==> src/rtl/conv_mem_read_arbiter.sv <==
// Two-requester read arbiter for the convolution BRAM: grants one request per cycle,
// registers it onto the memory port and steers returned words back in issue order.
// Optional build macro ARB_FIXED_PRIO_EN selects fixed priority (F wins) instead of round-robin.
module conv_mem_read_arbiter #(
  parameter int ADDR_WIDTH = 32,
  parameter int DATA_WIDTH = 8,
  parameter int RD_LATENCY = 2
) (
  input  logic                  clk,
  input  logic                  rst,
  input  logic                  f_valid,
  input  logic [ADDR_WIDTH-1:0] f_addr,
  output logic                  f_ready,
  input  logic                  i_valid,
  input  logic [ADDR_WIDTH-1:0] i_addr,
  output logic                  i_ready,
  output logic                  mem_en,
  output logic [ADDR_WIDTH-1:0] mem_addr,
  input  logic [DATA_WIDTH-1:0] mem_rdata,
  output logic [DATA_WIDTH-1:0] f_rdata,
  output logic                  f_rdata_valid,
  output logic [DATA_WIDTH-1:0] i_rdata,
  output logic                  i_rdata_valid,
  output logic [15:0]           f_grant_cnt,
  output logic [15:0]           i_grant_cnt
);

  typedef enum logic {GNT_F = 1'b0, GNT_I = 1'b1} grant_e;

  grant_e                  last_grant_q, last_grant_d;
  logic                    f_hs, i_hs;
  logic                    mem_en_q;
  logic [ADDR_WIDTH-1:0]   mem_addr_q, mem_addr_d;
  logic [RD_LATENCY:0]     tag_vld_q;
  logic [RD_LATENCY:0]     tag_is_i_q;
  logic [DATA_WIDTH-1:0]   f_rdata_q, i_rdata_q;
  logic                    f_rdata_valid_q, i_rdata_valid_q;
  logic [15:0]             f_cnt_q, i_cnt_q;

  // State register: the requester granted most recently.
  always_ff @(posedge clk) begin
    // NOTE: sequential state is updated with non-blocking assignments so every
    // register samples pre-edge values regardless of block ordering.
    if (rst) last_grant_q <= GNT_I;
    else     last_grant_q <= last_grant_d;
  end

  // Next-state logic.
  always_comb begin
    // NOTE: defaults assigned first so no path leaves a variable unassigned (no latch).
    last_grant_d = last_grant_q;
    if (f_hs)      last_grant_d = GNT_F;
    else if (i_hs) last_grant_d = GNT_I;
  end

  // Output logic: zero-latency grant decision, suppressed while in reset.
  always_comb begin
    f_ready = 1'b0;
    i_ready = 1'b0;
    if (!rst) begin
      if (f_valid && i_valid) begin
`ifdef ARB_FIXED_PRIO_EN
        f_ready = 1'b1;
`else
        f_ready = (last_grant_q == GNT_I);
        i_ready = (last_grant_q == GNT_F);
`endif
      end else begin
        f_ready = f_valid;
        i_ready = i_valid;
      end
    end
  end

  assign f_hs = f_valid && f_ready;
  assign i_hs = i_valid && i_ready;

  always_comb begin
    mem_addr_d = mem_addr_q;
    if (f_hs)      mem_addr_d = f_addr;
    else if (i_hs) mem_addr_d = i_addr;
  end

  // Issue stage and tag pipeline; stage RD_LATENCY lines up with valid mem_rdata.
  always_ff @(posedge clk) begin
    if (rst) begin
      mem_en_q   <= 1'b0;
      mem_addr_q <= '0;
      // NOTE: the tag pipeline is reset so reads in flight at reset never surface.
      tag_vld_q  <= '0;
      tag_is_i_q <= '0;
    end else begin
      mem_en_q   <= f_hs || i_hs;
      mem_addr_q <= mem_addr_d;
      tag_vld_q  <= {tag_vld_q[RD_LATENCY-1:0], f_hs || i_hs};
      tag_is_i_q <= {tag_is_i_q[RD_LATENCY-1:0], i_hs};
    end
  end

  // Return stage: capture into the owning requester's register, the other one holds.
  always_ff @(posedge clk) begin
    if (rst) begin
      f_rdata_q       <= '0;
      i_rdata_q       <= '0;
      f_rdata_valid_q <= 1'b0;
      i_rdata_valid_q <= 1'b0;
    end else begin
      f_rdata_valid_q <= tag_vld_q[RD_LATENCY] && !tag_is_i_q[RD_LATENCY];
      i_rdata_valid_q <= tag_vld_q[RD_LATENCY] &&  tag_is_i_q[RD_LATENCY];
      if (tag_vld_q[RD_LATENCY] && !tag_is_i_q[RD_LATENCY]) f_rdata_q <= mem_rdata;
      if (tag_vld_q[RD_LATENCY] &&  tag_is_i_q[RD_LATENCY]) i_rdata_q <= mem_rdata;
    end
  end

  always_ff @(posedge clk) begin
    if (rst) begin
      f_cnt_q <= '0;
      i_cnt_q <= '0;
    end else begin
      if (f_hs) f_cnt_q <= f_cnt_q + 16'd1;
      if (i_hs) i_cnt_q <= i_cnt_q + 16'd1;
    end
  end

  assign mem_en        = mem_en_q;
  assign mem_addr      = mem_addr_q;
  assign f_rdata       = f_rdata_q;
  assign i_rdata       = i_rdata_q;
  assign f_rdata_valid = f_rdata_valid_q;
  assign i_rdata_valid = i_rdata_valid_q;
  assign f_grant_cnt   = f_cnt_q;
  assign i_grant_cnt   = i_cnt_q;

endmodule

==> config.mk <==
export PLATFORM = sky130hd
export DESIGN_NAME = conv_mem_read_arbiter
export DESIGN_NICKNAME = d
export VERILOG_FILES = /design/src/rtl/conv_mem_read_arbiter.sv
export SDC_FILE = /design/constraint.sdc
export NUM_CORES = 1
export LEC_CHECK = 0
export BUFFER_PORTS_ARGS = -buffer_cell sky130_fd_sc_hd__buf_2
export CAP_MARGIN = 20
export CORE_ASPECT_RATIO = 1.75
export CORE_UTILIZATION = 47
export CTS_CLUSTER_SIZE = 8
export DETAILED_ROUTE_END_ITERATION = 10
export HOLD_SLACK_MARGIN = 0.03
export PLACE_DENSITY = 0.79
export SLEW_MARGIN = 20
export SYNTH_ARGS = -nofsm -noshare
export SYNTH_HDL_FRONTEND = slang
export SYNTH_SLANG_ARGS = --single-unit
==> constraint.sdc <==
create_clock -name clk -period 2 [get_ports clk]
set_input_delay 0 -clock clk [delete_from_list [all_inputs] [get_ports clk]]
set_output_delay 0 -clock clk [all_outputs]
set_load 0.01 [all_outputs]
==> impl_metrics.py, run 1 <==
metrics = {
    "sta": {
        "fmaxAchievable_mhz": 543,
        "tightestPinTransition_ns": 0.619,
        "finalWorstPathRequiredPeriod_ns": 1.84,
        "fin_setup_tns_ns": 0,
        "period_share": 0.921,
        "finalSetupViolations": 0,
        "finClkSkew_ns": 0.00547,
        "timing.max_slew.rel_slack": 0.588,
        "final_max_slew_viol_count": 0,
        "rsz0062_at_grt": "no",
        "final-hold-violation-count": 0,
        "fin_worst_setup_slack_ns": 0.159,
    },
    "pwr": {
        "swShare": 0.234,
        "powerDensity_mw_per_mm2": 754,
        "power.net_switching_uw": 989,
        "vdd_drop_max_mv": 0.527,
        "clock_network_power_share": 0.421,
        "leakagePower_nw": 2.49,
        "seqPwrFrac": 0.446,
        "cellInternalPower_mw": 3.24,
        "comb_power_share": 0.132,
    },
    "synth": {
        "ys_async_sr_fraction": 0,
        "synth_most_common_cell": "sky130_fd_sc_hd__nand2_1",
        "edff_count_synth": 0,
        "avgSynthCellArea_um2": 8.23,
        "synth_cells": 445,
        "top_cells_by_instance_count_after_synthesis": "sky130_fd_sc_hd__nand2_1 (101), sky130_fd_sc_hd__dfxtp_1 (89), sky130_fd_sc_hd__nor2_1 (53)",
        "xor_xnor_share_of_the_synthesized_area": 0.0311,
        "yosysWarningCount": 0,
        "synth.mux.area_fraction": 0.0116,
        "dominant_combinational_cell_family_by_area_after_synthesis": "simple AND/OR/NAND/NOR gates",
        "synth_compound_gate_area_share": 0.151,
        "largest_area_contributor_in_the_synthesized_netlist": "sky130_fd_sc_hd__dfxtp_1",
        "synth_top_area_frac": 0.487,
        "post_synth_fa_ha_maj_area_fraction": 0.00683,
        "post_synth_num_cell_types": 36,
        "ys_seq_area_frac": 0.487,
        "ys.flop_type": "sky130_fd_sc_hd__dfxtp_1",
        "synth_top_cells_by_area": "sky130_fd_sc_hd__dfxtp_1 (49%), sky130_fd_sc_hd__nand2_1 (10%), sky130_fd_sc_hd__a311oi_1 (7.4%), sky130_fd_sc_hd__nor2_1 (5.4%), sky130_fd_sc_hd__a21oi_1 (3.8%)",
        "ys_seq_elements": 89,
        "post_synthesis_instance_area_mm2": 0.00366,
        "synth_fp_nets": 523,
        "post_synth_and_or_nand_nor_area_fraction": 0.274,
    },
    "grt": {
        "grt.overflow.total": 0,
        "grt_pass1_wl_mm": 18.2,
        "number_of_global_route_vias_before_repair": 4079,
        "pin_count_of_the_biggest_net_entering_global_routing": 65,
        "antenna_violations_before_repair": 0,
        "gr_usage_total": 0.295,
    },
    "critical_path": {
        "r2r-start": "i_grant_cnt[4]",
        "timing.critical_path.required_ns": 2.23,
        "critical_path_peak_fanout": 11,
        "ff2ff_setup_slack_ns": 0.16,
        "startpoint": "i_grant_cnt[4]",
        "cp_data_arrival_time_ns": 2.07,
        "critPathKind": "flop to flop",
        "critical_path.startpoint_type": "flop",
        "critical_path.endpoint_type": "flop",
    },
    "floorplanning": {
        "fp.dieArea_mm2": 0.00816,
        "initial_utilization": 0.484,
        "rows": 42,
        "die_h_um": 119,
        "io_pins": 161,
        "fp.coreArea_mm2": 0.00757,
        "die_width_um": 68.7,
    },
    "placed_design": {
        "pre_cts_slack_ns": 0.170,
        "detailed_placer_s_ending_hpwl_mm": 6.71,
        "port-buffer-count": 160,
        "globalplace.congestion": 0.782,
    },
    "route": {
        "routed_via_density": 5.40,
        "remaining_number_of_nets_flagged_by_the_antenna_check_after_routing": 0,
        "post-route-drc-count": 0,
        "wl_per_cell_um": 15.3,
        "drt_iter0_markers": 231,
        "drt-total-wl_mm": 11.7,
        "vias": 4106,
        "drt_first_pass_iters": 4,
    },
    "clock_tree": {
        "clkLatencyLatePin_ns": 0.34,
        "cts_max_level": 3,
        "cts_made_buffers": 9,
        "cts_tree": "done",
        "clock_sinks": 89,
        "cts_resized": 0,
        "clk_path_buf_depth": 2,
        "cts-root-buf": "sky130_fd_sc_hd__clkbuf_16",
        "cts.reportedPaths.clkPinSlew_ns": 0.06,
    },
    "final_layout": {
        "n_antenna_cell": 0,
        "layout-drive-gt1-share": 0.278,
        "fin_util": 0.741,
        "layout-area-overhead-vs-synth_pct": 53.2,
        "final_nets": 747,
    },
    "hold_path": {
        "hold_path.startpoint": "f_valid",
        "worstHoldPathType": "primary input to flop",
    },
    "run_status": {
        "status": "finished, final reports clean",
    },
    "job": {
        "max-cap-violations": 0,
    },
}
state kept, by name, summed over array words and instances, names as in the netlist:
register	count
i_rdata_valid	1
tag_is_i_q	3
tag_vld_q	3
f_rdata	8
i_grant_cnt	16
f_grant_cnt	16
mem_addr	32
last_grant_q	1
f_rdata_valid	1
i_rdata	8
layout by cell type, fill, tap and decap left out, types with 3 or more instances in the layout:
master                            n
sky130_fd_sc_hd__dfxtp_1         89
sky130_fd_sc_hd__nor4_1           5
sky130_fd_sc_hd__nand3_1         18
sky130_fd_sc_hd__clkbuf_16        9
sky130_fd_sc_hd__nor2_1          52
sky130_fd_sc_hd__o31ai_1          6
sky130_fd_sc_hd__buf_2          160
sky130_fd_sc_hd__nor2b_1          8
sky130_fd_sc_hd__or4_1            6
sky130_fd_sc_hd__nand4_1          6
sky130_fd_sc_hd__o21ai_0          8
sky130_fd_sc_hd__nand2b_1         3
sky130_fd_sc_hd__inv_1            6
sky130_fd_sc_hd__buf_4            7
sky130_fd_sc_hd__a311oi_1        31
sky130_fd_sc_hd__xnor2_1          7
sky130_fd_sc_hd__o41ai_1          3
sky130_fd_sc_hd__dlygate4sd3_1   74
sky130_fd_sc_hd__xor2_1           6
sky130_fd_sc_hd__a21oi_1         28
sky130_fd_sc_hd__or3_1            9
sky130_fd_sc_hd__nand2_1        101
cells by family (layout without fill, tap and decap cells):
family,after synthesis,after routing
xor+xnor,13,13
flops,89,89
compound gates,80,80
simple gates,220,220
mux,4,4
fa+ha+maj,2,2
buf+inv,37,265
per-layer routing:
metal	wire length, um	up-vias	GRT usage
met4	383	0	0.147
met5	0	-	0
met3	894	37	0.0763
met2	5920	226	0.496
li1	-	1995	-
met1	4450	1848	0.329
final timing paths:
path,end,depth (start not counted)
setup / recovery,i_grant_cnt[15],4
hold / removal,tag_is_i_q[0],4
setup reg to reg,i_grant_cnt[15],4
hold reg to reg,tag_is_i_q[2],1
final cells by class:
| cell class | instances | area, um^2 |
|---|---|---|
| Inverter | 7 | 26.3 |
| Timing Repair Buffer | 243 | 1630 |
| Tap cell | 88 | 110 |
| Fill cell | 500 | 1960 |
| Clock buffer | 12 | 246 |
| Clock inverter | 3 | 65.1 |
| Sequential cell | 89 | 1780 |
| Multi-Input combinational cell | 319 | 1750 |
power groups by stage:
stage / clock network, mW / registers [mW] / logic [mW]
4_1_cts: 1.81 / 1.89 / 0.530
2_1_floorplan: 0 / 1.95 / 0.190
3_3_place_gp: 0 / 1.92 / 0.410
5_1_grt: 1.88 / 1.90 / 0.602
3_5_place_dp: 0 / 1.92 / 0.420
6_report: 1.78 / 1.89 / 0.559
critical path, stage by stage (launching register included):
cell                      delay [ns]
sky130_fd_sc_hd__dfxtp_1        0.40
sky130_fd_sc_hd__and4_1         0.28
sky130_fd_sc_hd__nand4_1        0.31
sky130_fd_sc_hd__nor4_1         0.40
sky130_fd_sc_hd__mux2_1         0.35
metrics by stage:
stage          power [mW]  instances  hold slack, ns  instance area, um^2
6_report             4.23        761           0.176                 5610
5_1_grt              4.38        761           0.198                 5610
4_1_cts              4.22        761           0.179                 5610
3_5_place_dp         2.34        672           0.263                 4560
3_3_place_gp         2.33        672           0.254                 4560
2_1_floorplan        2.14        445           0.136                 3660
what timing repair did:
item                                   in CTS  in global routing
setup buffers                               0                  0
hold buffers                               74                  0
endpoints found under the hold margin      52                  0
Power figures use the tool's default switching activity.
==> run 2, diff against run 1 <==
==> constraint.sdc (replaced) <==
create_clock -name clk -period 1.96 [get_ports clk]
set_input_delay 0 -clock clk [delete_from_list [all_inputs] [get_ports clk]]
set_output_delay 0 -clock clk [all_outputs]
set_load 0.01 [all_outputs]
==> run 2 against run 1 <==
Hold slack worse by 0.15 ns. Wire length increased by 8.5%. Total power grew 4.2%. First-iteration DRC count rose by 49%. Global-route usage is 1.2 points higher. Via count increased by 5.2%. Sequential share of layout area shrank 0.64 points. Sequential power is 2% higher. Clock power grew 5%. Setup slack gained 0.039 ns. Cell count grew 0.79%.
==> impl_metrics.py, run 2 (synthesis gave the netlist of run 1 again) <==
metrics = {
    "run_status": {
        "status": "finished, final reports clean",
    },
    "placed_design": {
        "detailed_placer_s_ending_hpwl_mm": 6.66,
        "pre_cts_slack_ns": 0.147,
        "globalplace.congestion": 0.766,
        "port-buffer-count": 160,
        "placed_cell_area_mm2": 0.00458,
    },
    "route": {
        "route.layer.met1.wl_mm": 4.50,
        "drt_first_pass_iters": 5,
        "post-route-drc-count": 0,
        "maxUsedRoutingLayer": "met4",
        "vias": 4319,
        "met3RoutedLength_mm": 1.08,
        "met2WireLength_mm": 6.66,
        "drt_iter0_markers": 344,
        "drt-total-wl_mm": 12.6,
        "wl_per_cell_um": 16.5,
        "routed_via_density": 5.63,
        "remaining_number_of_nets_flagged_by_the_antenna_check_after_routing": 0,
    },
    "final_layout": {
        "mostFrequentLayoutCell": "sky130_fd_sc_hd__buf_2",
        "layout-drive-gt1-share": 0.293,
        "seqCellArea_mm2": 0.00178,
        "layout-area-overhead-vs-synth_pct": 56.4,
        "final_nets": 752,
        "layout_common_cells": "sky130_fd_sc_hd__buf_2 (160), sky130_fd_sc_hd__nand2_1 (100), sky130_fd_sc_hd__dfxtp_1 (88)",
        "fill_cells": 512,
        "n_antenna_cell": 0,
        "flip_flop_count_of_the_largest_register_all_copies_and_words_added": 32,
        "finish.instance_area_mm2": 0.00573,
        "multi_input_area_mm2": 0.00176,
    },
    "sta": {
        "finalWorstPathRequiredPeriod_ns": 1.76,
        "fmaxAchievable_mhz": 568,
        "period_share": 0.899,
        "final_max_slew_viol_count": 0,
        "final-hold-violation-count": 0,
        "rsz0062_at_grt": "no",
        "fin_setup_tns_ns": 0,
        "fin_worst_setup_slack_ns": 0.198,
        "tightestPinTransition_ns": 0.658,
        "finalSetupViolations": 0,
        "timing.max_slew.rel_slack": 0.561,
        "finClkSkew_ns": 0.00861,
    },
    "floorplanning": {
        "die_width_um": 68.7,
        "fp.dieArea_mm2": 0.00816,
        "rows": 42,
        "initial_utilization": 0.484,
        "io_pins": 161,
        "die_h_um": 119,
        "fp.coreArea_mm2": 0.00757,
    },
    "clock_tree": {
        "cts_tree": "done",
        "cts_made_buffers": 9,
        "clkLatencyLatePin_ns": 0.34,
        "clk_path_buf_depth": 2,
        "clock_sinks": 89,
        "cts.reportedPaths.clkPinSlew_ns": 0.06,
        "cts_max_level": 3,
        "cts-root-buf": "sky130_fd_sc_hd__clkbuf_16",
    },
    "critical_path": {
        "cp_slowest_cell": "sky130_fd_sc_hd__dlygate4sd3_1",
        "worstPathCellList": "dlygate4sd3_1 > buf_2 > nor2b_4 > or3_1 > nor4_1 > mux2_1",
        "ff2ff_setup_slack_ns": 0.21,
        "critical_path_peak_fanout": 10,
        "critical_path.startpoint_type": "primary input",
        "critical_path.endpoint_type": "flop",
        "timing.critical_path.required_ns": 2.18,
        "critPathKind": "primary input to flop",
        "cp_data_arrival_time_ns": 1.99,
        "critical_path.top_delay_family": "simple AND/OR/NAND/NOR gates",
        "cpPeakStageDelay_ns": 0.54,
        "crit_path_buf_inv_count": 2,
    },
    "grt": {
        "number_of_global_route_vias_before_repair": 4165,
        "grt.overflow.total": 0,
        "pin_count_of_the_biggest_net_entering_global_routing": 65,
        "antenna_violations_before_repair": 0,
        "gr_usage_total": 0.308,
        "grt_pass1_wl_mm": 18.9,
    },
    "hold_path": {
        "worstHoldPathType": "primary input to flop",
    },
    "pwr": {
        "leakagePower_nw": 2.54,
        "powerDensity_mw_per_mm2": 769,
        "vdd_drop_max_mv": 0.485,
    },
    "job": {
        "max-cap-violations": 0,
    },
}
run 2: changes by cell type in the layout (fill, tap and decap cells not counted), moves of 2 or more:
cell	before	now
sky130_fd_sc_hd__inv_6	0	2
sky130_fd_sc_hd__buf_4	7	10
sky130_fd_sc_hd__clkbuf_1	2	0
sky130_fd_sc_hd__clkbuf_16	9	11
run 2: worst register-to-register path, delay by kind of cell (launching register included):
kind                       cells  cell delay (ns)
AOI/OAI and AO/OA              2             0.55
and+or+nand+nor                2             0.51
DFF                            1             0.38
adders and majority gates      1             0.18
run 2: path summary, 6_finish.rpt:
| path | from | to | cells after the start |
|---|---|---|---|
| worst max register to register | f_grant_cnt[0] | f_grant_cnt[12] | 5 |
| worst min register to register | tag_is_i_q[1] | tag_is_i_q[2] | 1 |
| worst max-delay path | i_valid | f_grant_cnt[15] | 6 |
| worst min-delay path | i_addr[5] | mem_addr[5] | 3 |
run 2: repair_timing:
| item | in CTS | in global routing |
|---|---|---|
| setup buffers | 0 | 1 |
| gates resized for setup | 0 | 9 |
| hold buffers | 74 | 0 |
| endpoints found under the setup margin | 0 | 2 |
| hold endpoints to repair | 50 | 0 |
run 2: power breakdown:
part / leakage [nW] / internal (mW) / total (mW) / switching [mW]
Combinational: 1.66 / 0.300 / 0.607 / 0.307
Clock: 0.159 / 1.16 / 1.87 / 0.716
Sequential: 0.726 / 1.88 / 1.93 / 0.0470
Total: 2.54 / 3.34 / 4.41 / 1.07
run 2: final cells by class:
class,instances,share of cell area
multi-input combinational,319,0.307
sequential,89,0.311
clock buffer,10,0.0417
tap,88,0.0192
clock inverter,6,0.0157
inverter,7,0.00546
timing repair buffer,248,0.300
run 2: metal layers:
layer | up-vias | GRT usage
li1 | 2012 | -
met1 | 1996 | 0.330
met2 | 265 | 0.536
met3 | 46 | 0.0840
met4 | 0 | 0.134
met5 | - | 0
run 2: stage by stage:
step	instances	hold WS (ns)	util	power, mW
after floorplan	445	0.136	-	2.18
after global placement	675	0.255	0.605	2.38
after detailed placement	675	0.262	0.605	2.39
after CTS	765	0.153	0.747	4.36
after global routing	767	0.0535	0.757	4.56
final	767	0.0270	0.757	4.41
==> run 3, diff against run 2 <==
--- a/config.mk
+++ b/config.mk
@@ -8,12 +8,14 @@
 export BUFFER_PORTS_ARGS = -buffer_cell sky130_fd_sc_hd__buf_2
 export CAP_MARGIN = 20
 export CORE_ASPECT_RATIO = 1.75
-export CORE_UTILIZATION = 47
+export CORE_UTILIZATION = 49
+export CTS_BUF_LIST = sky130_fd_sc_hd__clkbuf_4 sky130_fd_sc_hd__clkbuf_8
 export CTS_CLUSTER_SIZE = 8
 export DETAILED_ROUTE_END_ITERATION = 10
 export HOLD_SLACK_MARGIN = 0.03
-export PLACE_DENSITY = 0.79
+export PLACE_DENSITY = 0.82
 export SLEW_MARGIN = 20
 export SYNTH_ARGS = -nofsm -noshare
 export SYNTH_HDL_FRONTEND = slang
 export SYNTH_SLANG_ARGS = --single-unit
+export TNS_END_PERCENT = 100
==> run 3 against run 2 <==
Cell count shrank 0.78%. Count of clock-buffer cells in the layout grew 3. Wire length fell by 7.1%. Global-route usage decreased by 0.39 points. Via count fell by 3.3%. Critical path type unchanged. Critical path depth increased by 2. Utilization up 0.11 points. Setup slack got worse by 0.053 ns.
==> impl_metrics.py, run 3 (synthesis gave the netlist of run 1 again) <==
metrics = {
    "pwr": {
        "comb_power_share": 0.156,
        "seqPwrFrac": 0.527,
        "clock_network_power_share": 0.316,
        "power.net_switching_uw": 932,
        "vdd_drop_max_mv": 0.517,
        "swShare": 0.256,
        "cellInternalPower_mw": 2.72,
        "powerDensity_mw_per_mm2": 665,
        "leakagePower_nw": 2.44,
    },
    "sta": {
        "fin_worst_setup_slack_ns": 0.145,
        "final-hold-violation-count": 0,
        "finClkSkew_ns": 0.00870,
        "fmaxAchievable_mhz": 551,
        "finalSetupViolations": 0,
        "timing.max_slew.rel_slack": 0.616,
        "final_max_slew_viol_count": 0,
        "period_share": 0.926,
        "rsz0062_at_grt": "no",
        "fin_setup_tns_ns": 0,
        "finalWorstPathRequiredPeriod_ns": 1.81,
        "tightestPinTransition_ns": 0.577,
    },
    "floorplanning": {
        "fp.coreArea_mm2": 0.00723,
        "die_width_um": 67.4,
        "die_h_um": 116,
        "rows": 41,
        "io_pins": 161,
        "fp.dieArea_mm2": 0.00784,
        "initial_utilization": 0.506,
    },
    "critical_path": {
        "cp_slowest_cell": "sky130_fd_sc_hd__dlygate4sd3_1",
        "cpPeakStageDelay_ns": 0.52,
        "regToRegEndpoint": "i_grant_cnt[14]",
        "reg2reg_depth": 5,
        "cp_data_arrival_time_ns": 2.06,
        "critical_path_peak_fanout": 32,
        "ff2ff_setup_slack_ns": 0.20,
        "endpoint": "mem_addr[1]",
        "critical_path.endpoint_type": "flop",
        "startpoint": "rst",
        "worstPathCellList": "dlygate4sd3_1 > buf_2 > buf_4 > nor2b_1 > nand2_1 > buf_4 > nand2_1 > a311oi_1",
        "critical_path.startpoint_type": "primary input",
        "timing.critical_path.required_ns": 2.20,
        "r2r-start": "i_grant_cnt[0]",
        "critPathKind": "primary input to flop",
    },
    "clock_tree": {
        "clock_sinks": 89,
        "cts.reportedPaths.clkPinSlew_ns": 0.08,
        "cts.repair_timing.setup_buffer_count": 0,
        "cts_tree": "done",
        "clk_path_buf_depth": 2,
        "cts_max_level": 3,
        "clkLatencyLatePin_ns": 0.35,
        "holdBufCountCts": 74,
        "cts_made_buffers": 9,
        "cts-root-buf": "sky130_fd_sc_hd__clkbuf_8",
        "cts_resized": 0,
    },
    "grt": {
        "grt.overflow.total": 0,
        "global_route.usage.met1": 0.321,
        "pin_count_of_the_biggest_net_entering_global_routing": 65,
        "number_of_global_route_vias_before_repair": 3959,
        "met2_track_demand_over_resource_in_global_routing": 0.549,
        "grt_pass1_wl_mm": 17.9,
        "grt.busiest_layer": "met2",
        "gr_usage_total": 0.304,
        "globalRouteMet3Util": 0.0830,
        "antenna_violations_before_repair": 0,
    },
    "route": {
        "routed_via_density": 5.49,
        "vias": 4176,
        "remaining_number_of_nets_flagged_by_the_antenna_check_after_routing": 0,
        "post-route-drc-count": 0,
        "drt_iter0_markers": 329,
        "drt-total-wl_mm": 11.7,
        "wl_per_cell_um": 15.4,
        "drt_first_pass_iters": 5,
    },
    "final_layout": {
        "mostFrequentLayoutCell": "sky130_fd_sc_hd__buf_2",
        "layout_common_cells": "sky130_fd_sc_hd__buf_2 (160), sky130_fd_sc_hd__nand2_1 (101), sky130_fd_sc_hd__dfxtp_1 (89)",
        "n_antenna_cell": 0,
        "layout-area-overhead-vs-synth_pct": 49.7,
        "fill_cells": 476,
        "flip_flop_count_of_the_largest_register_all_copies_and_words_added": 32,
        "layout-drive-gt1-share": 0.283,
        "final_nets": 748,
    },
    "run_status": {
        "status": "finished, final reports clean",
    },
    "placed_design": {
        "port-buffer-count": 160,
        "globalplace.congestion": 0.806,
        "pre_cts_slack_ns": 0.202,
        "detailed_placer_s_ending_hpwl_mm": 6.79,
    },
    "hold_path": {
        "worstHoldPathType": "primary input to flop",
        "hold_depth": 4,
    },
    "job": {
        "max-cap-violations": 0,
    },
}
run 3: worst min path at each step:
| stage | start | end | slack [ns] |
|---|---|---|---|
| global route | f_valid | tag_is_i_q[0] | 0.16 |
| floorplan | mem_rdata[0] | f_rdata[0] | 0.14 |
| finish | f_valid | tag_is_i_q[0] | 0.14 |
| detailed placement | mem_rdata[4] | f_rdata[4] | 0.26 |
| global placement | mem_rdata[0] | f_rdata[0] | 0.25 |
| CTS | f_valid | tag_is_i_q[0] | 0.12 |
run 3: area by class of cell:
class,count,area (um^2),share of cell area
Clock buffer,13,166,0.0303
Clock inverter,3,15.0,0.00274
Timing Repair Buffer,244,1640,0.299
Tap cell,86,108,0.0196
Multi-Input combinational cell,319,1750,0.318
Sequential cell,89,1780,0.325
Inverter,7,26.3,0.00479
run 3: layer usage:
metal / wire, um / vias up
li1: - / 1999
met1: 4340 / 1932
met2: 6190 / 219
met3: 929 / 26
met4: 278 / 0
met5: 0 / -
run 3: critical path: cells and delay by family:
family                 cells  cell delay (ns)
buffers and inverters      4             1.35
AND/OR/NAND/NOR            3             0.36
AO/OA/AOI/OAI              1             0.34
run 3: power by group through the flow:
stage	combinational, mW	clock [mW]	sequential, mW
after global routing	0.612	1.26	1.93
after global placement	0.416	0	1.96
after detailed placement	0.427	0	1.96
after CTS	0.538	1.18	1.92
after floorplan	0.194	0	1.99
final	0.569	1.15	1.92
run 3: metrics by stage:
step	cells	hold WS (ns)	power, mW	utilization	instance area [um^2]
6_report	761	0.140	3.65	0.758	5480
5_1_grt	761	0.157	3.80	0.758	5480
4_1_cts	761	0.121	3.63	0.758	5480
3_5_place_dp	671	0.261	2.39	0.631	4560
3_3_place_gp	671	0.252	2.37	0.631	4560
2_1_floorplan	445	0.136	2.18	-	3660
